<file path="src/rtl/rx_bit_timer.sv">
// rx_bit_timer
// Bit-timing recovery and bit-unstuffing stage of the USB receive path.
// A phase counter, resynchronised on every line transition, selects one
// sample cycle per bit period. At each sample cycle the bit is either
// accepted (shift_enable) or, after STUFF_RUN consecutive accepted ones,
// discarded as a stuffed zero. A stuffed position that carries a one is
// flagged on stuff_error. Accepted bits are counted so that byte_received
// pulses once per BITS_PER_BYTE accepted bits.

module rx_bit_timer #(
  parameter int unsigned CLKS_PER_BIT  = 8,
  parameter int unsigned SAMPLE_POINT  = 3,
  parameter int unsigned BITS_PER_BYTE = 8,
  parameter int unsigned STUFF_RUN     = 6
) (
  input  logic clk,
  input  logic n_rst,
  input  logic rcving,
  input  logic d_edge,
  input  logic d_orig,
  output logic shift_enable,
  output logic byte_received,
  output logic stuff_error
);

  // The phase counter spans one bit period, the ones counter must be able
  // to hold STUFF_RUN itself, and the bit counter spans one byte.
  localparam int unsigned PW = (CLKS_PER_BIT  > 1) ? $clog2(CLKS_PER_BIT)  : 1;
  localparam int unsigned OW = $clog2(STUFF_RUN + 1);
  localparam int unsigned BW = (BITS_PER_BYTE > 1) ? $clog2(BITS_PER_BYTE) : 1;

  localparam logic [PW-1:0] PHASE_LAST   = PW'(CLKS_PER_BIT - 1);
  localparam logic [PW-1:0] PHASE_SAMPLE = PW'(SAMPLE_POINT);
  localparam logic [OW-1:0] ONES_LIMIT   = OW'(STUFF_RUN);
  localparam logic [BW-1:0] BIT_LAST     = BW'(BITS_PER_BYTE - 1);

  logic [PW-1:0] phase_q, phase_d;
  logic [OW-1:0] ones_q, ones_d;
  logic [BW-1:0] bit_q, bit_d;
  logic          byte_q, byte_d;
  logic          stuff_err_q, stuff_err_d;

  logic sample;
  logic stuffed;
  logic accept;

  // Sample-point decode from registered phase only, so an edge arriving in
  // the sample cycle itself still lets that sample through.
  always_comb begin
    sample  = 1'b0;
    stuffed = 1'b0;
    accept  = 1'b0;
    if (rcving && (phase_q == PHASE_SAMPLE)) begin
      sample = 1'b1;
      if (ones_q == ONES_LIMIT) begin
        stuffed = 1'b1;
      end else begin
        accept = 1'b1;
      end
    end
  end

  assign shift_enable  = accept;
  assign byte_received = byte_q;
  assign stuff_error   = stuff_err_q;

  // Phase tracking: an edge marks phase 0 in the current cycle, otherwise
  // the phase free-runs and wraps once per bit period.
  always_comb begin
    phase_d = phase_q;
    if (!rcving) begin
      phase_d = '0;
    end else if (d_edge) begin
      phase_d = PW'(1);
    end else if (phase_q == PHASE_LAST) begin
      phase_d = '0;
    end else begin
      phase_d = phase_q + PW'(1);
    end
  end

  // Run-length of accepted ones; a stuffed position always restarts the run,
  // and byte boundaries deliberately do not touch it.
  always_comb begin
    ones_d = ones_q;
    if (!rcving) begin
      ones_d = '0;
    end else if (stuffed) begin
      ones_d = '0;
    end else if (accept) begin
      ones_d = d_orig ? (ones_q + OW'(1)) : '0;
    end
  end

  // Accepted-bit counter within the current byte, plus the completion flag
  // raised on the last accepted bit of a byte.
  always_comb begin
    bit_d  = bit_q;
    byte_d = 1'b0;
    if (!rcving) begin
      bit_d = '0;
    end else if (accept) begin
      if (bit_q == BIT_LAST) begin
        bit_d  = '0;
        byte_d = 1'b1;
      end else begin
        bit_d = bit_q + BW'(1);
      end
    end
  end

  // A one in a position that must hold a stuffed zero is a stuffing error.
  always_comb begin
    stuff_err_d = 1'b0;
    if (stuffed && d_orig) begin
      stuff_err_d = 1'b1;
    end
  end

  // State and registered strobes, cleared immediately by reset.
  always_ff @(posedge clk or negedge n_rst) begin
    if (!n_rst) begin
      phase_q     <= '0;
      ones_q      <= '0;
      bit_q       <= '0;
      byte_q      <= 1'b0;
      stuff_err_q <= 1'b0;
    end else begin
      phase_q     <= phase_d;
      ones_q      <= ones_d;
      bit_q       <= bit_d;
      byte_q      <= byte_d;
      stuff_err_q <= stuff_err_d;
    end
  end

  // The raw sample decode is kept for readability of the stuffing logic;
  // it is fully covered by the stuffed/accept split.
  logic unusedSample;
  assign unusedSample = sample;

endmodule

</file>
<file path="config.mk">
export PLATFORM = sky130hd
export DESIGN_NAME = rx_bit_timer
export DESIGN_NICKNAME = d
export VERILOG_FILES = /design/src/rtl/rx_bit_timer.sv
export SDC_FILE = /design/constraint.sdc
export NUM_CORES = 1
export LEC_CHECK = 0
export ABC_AREA = 1
export BUFFER_PORTS_ARGS = -buffer_cell sky130_fd_sc_hd__buf_4
export CAP_MARGIN = 20
export CORE_AREA = 2 2 39 41
export CTS_CLUSTER_SIZE = 16
export DETAILED_ROUTE_END_ITERATION = 7
export DIE_AREA = 0 0 41 43
export GPL_TIMING_DRIVEN = 0
export SYNTH_ARGS = -nofsm -noshare
export SYNTH_HDL_FRONTEND = slang
export SYNTH_SLANG_ARGS = --single-unit
</file>
<file path="constraint.sdc">
create_clock -name clk -period 1.1 [get_ports clk]
set_input_delay 0.055 -clock clk [delete_from_list [all_inputs] [get_ports clk]]
set_output_delay 0.055 -clock clk [all_outputs]
set_load 0.005 [all_outputs]
</file>
==> summary.txt <==
Status -> complete, but fails checks
Failing checks -> negative setup slack
Final Hold Fails -> 0
Clk root buf -> clkbuf_4
Max Cap Violations -> 0
Die X -> 41 um
Clk Latency, worst-skew pair -> 0.26 ns
Vias -> 452
Rows -> 14
Bufs on Longest Clock Path -> 2
Worst Hold Slack -> 0.0678 ns
Pre-Repair DR Iteration Count -> 4
Initial core utilization -> 39.8%
Tightest Hold Check Type -> input pin to flop
Seq/Total Area, Yosys -> 50.0%
Post-synthesis mux area share -> 0%
Routed WL -> 962 um
DR WL/cell -> 9.92 um
Synth Area in Compound Gates -> 0%
Largest area contributor in the netlist -> dfrtp_1
Period utilization -> 117%
Top cell type's share of synthesized area -> 50.0%
Max rail drop VDD -> 0.374 mV
DRC Markers -> 0
Remaining antenna violation count after routing -> 0
Synth area leaders -> dfrtp_1, ha_1, nand2_1
RSZ-0062 raised after global routing -> yes
Synthesized flop and latch total -> 11
Area Growth Syn to Fin -> 38.6%
Adder-cell share of the synthesized area -> 15.9%
Post-DP Area -> 641 sq um
Worst slew pin tran -> 0.212 ns
CP Launch Type -> flop
Fmax -> 779 MHz
Post-layout min period -> 1.28 ns
Endpoint type of the worst setup path -> primary output
Setup ws final -> -0.184 ns
Final Max Tran Viols -> 0
Mapped cell area -> 551 sq um
Grt ovf -> 0
Nets -> 94
Initial antenna violation count -> 0
Top-level port count -> 8
Setup tns final -> -1.06 ns
First-pass GRT wire length -> 1520 um
Final Skew -> 0.00124 ns
Clock Sinks -> 11
Crit-path max FO -> 3
Vias/cell -> 4.66
Syn nets -> 74
Die area -> 1760 sq um
Gr usage total -> 13.4%
Share of cells above drive strength 1 -> 30.9%
Synth Area in Simple Gates -> 28.6%
DP HPWL -> 668 um
Clk slew on worst S/H paths -> 0.07 ns
Core footprint -> 1380 sq um
Endpoints failing setup -> 9
CTS H-tree depth -> 1
Synth Instances -> 62
I/O Buffers -> 7
Required time worst endpoint -> 1.04 ns
Largest family of logic cells by synthesized area -> simple AND/OR/NAND/NOR gates
YS warnings -> 0
CTS tree -> done
Final Cell Area -> 763 sq um
DR iter-0 viols -> 3
Slew HR -> 85.8%
Pre-CTS setup slack -> -0.141 ns
Largest net degree at the start of global routing -> 12
CTS buffer count -> 3
Post-Synth XOR/XNOR Area -> 0%
Vias in the first global route -> 388
Syn avg cell area -> 8.88 sq um
Netlist cell types -> 12
Pwr dens -> 986 nW/um^2
Worst path arrival time -> 1.23 ns
Lkg Pwr -> 0.435 nW
Setup CP Type -> flop to primary output
Height of the die -> 43 um
Gpl congestion -> 0.619
Number of diodes -> 0
registers in the layout, summed over array words and instances (netlist names):
| name | flops |
|---|---|
| stuff_error | 1 |
| phase_q | 3 |
| ones_q | 3 |
| byte_received | 1 |
| bit_q | 3 |
cells by family (layout without fill, tap and decap cells):
| kind of cell | count (synthesis) | count (layout) |
|---|---|---|
| flip-flops | 11 | 11 |
| buffers and inverters | 8 | 27 |
| adder cells (fa/ha/maj) | 7 | 7 |
| AND/OR/NAND/NOR | 36 | 36 |
worst paths after layout:
| kind | slack [ns] | startpoint | depth (start not counted) | end |
|---|---|---|---|---|
| setup / recovery | -0.18 | phase_q[0]$_DFF_PN0_ | 5 | shift_enable |
| hold / removal | 0.07 | d_orig | 3 | stuff_error$_DFF_PN0_ |
| setup reg to reg | -0.15 | phase_q[0]$_DFF_PN0_ | 8 | bit_q[0]$_DFFE_PN0P_ |
| hold reg to reg | 0.52 | ones_q[1]$_DFFE_PN0P_ | 2 | ones_q[1]$_DFFE_PN0P_ |
| max in group asynchronous | 0.79 | n_rst | 2 | ones_q[0]$_DFFE_PN0P_ |
| min in group asynchronous | 0.16 | n_rst | 2 | bit_q[2]$_DFFE_PN0P_ |
cells in the mapped netlist:
cell,n
nor2_1,10
nand2_1,17
nor3_1,1
nand3_1,4
inv_2,1
nand2_2,1
nor3b_1,1
inv_1,7
ha_1,7
nand4_1,1
dfrtp_1,11
nor2_4,1
worst max-delay path, cell delays in order, from the launching register on:
cell     delay (ns)
dfrtp_1        0.41
ha_4           0.18
ha_4           0.17
nand2_4        0.07
nor2_4         0.04
buf_6          0.10
layout by cell type, fill, tap and decap left out:
| master | count |
|---|---|
| clkbuf_4 | 3 |
| buf_6 | 1 |
| nor3b_1 | 1 |
| dlygate4sd3_1 | 2 |
| nand4_1 | 1 |
| dfrtp_1 | 11 |
| nand3_1 | 4 |
| clkbuf_1 | 1 |
| nand2_2 | 2 |
| nor2_4 | 2 |
| nor3_1 | 1 |
| ha_2 | 1 |
| ha_1 | 4 |
| inv_2 | 1 |
| nand2_1 | 15 |
| nor2_1 | 9 |
| buf_4 | 12 |
| inv_1 | 7 |
| nand2_4 | 1 |
| ha_4 | 2 |
metrics by stage:
stage	total power, mW	util (%)	instances
after global placement	0.474	46.3	85
after global routing	0.793	55.2	97
final	0.753	55.2	97
after detailed placement	0.475	46.3	85
after floorplan	0.445	-	62
after CTS	0.766	54.4	96
routing by layer:
metal	vias up	share of wire [%]	global-route usage [%]	wire [um]
li1	231	-	-	-
met1	208	44	15.4	426
met2	11	49	20.3	474
met3	2	4.8	3.14	46
met4	0	1.5	10.0	14
met5	-	0	0	0
power breakdown:
part,internal (mW),switching [mW]
sequential,0.411,0.00570
combinational,0.0344,0.0334
clock,0.140,0.128
total,0.585,0.167
cell type report:
cell class,count,area (sq um)
Tap cell,16,20.0
Clock buffer,4,26.3
Fill cell,131,621
Inverter,8,30.0
Sequential cell,11,275
Timing Repair Buffer,15,121
Multi-Input combinational cell,43,290
what timing repair did:
| action | in CTS | in global routing |
|---|---|---|
| hold buffers | 2 | 0 |
| gates resized for setup | 6 | 1 |
| hold endpoints to repair | 13 | 0 |
| pin swaps | 5 | 3 |
| buffers inserted | 5 | 1 |
| endpoints found under the setup margin | 8 | 9 |
No activity file was read; power rests on OpenSTA's default activity.
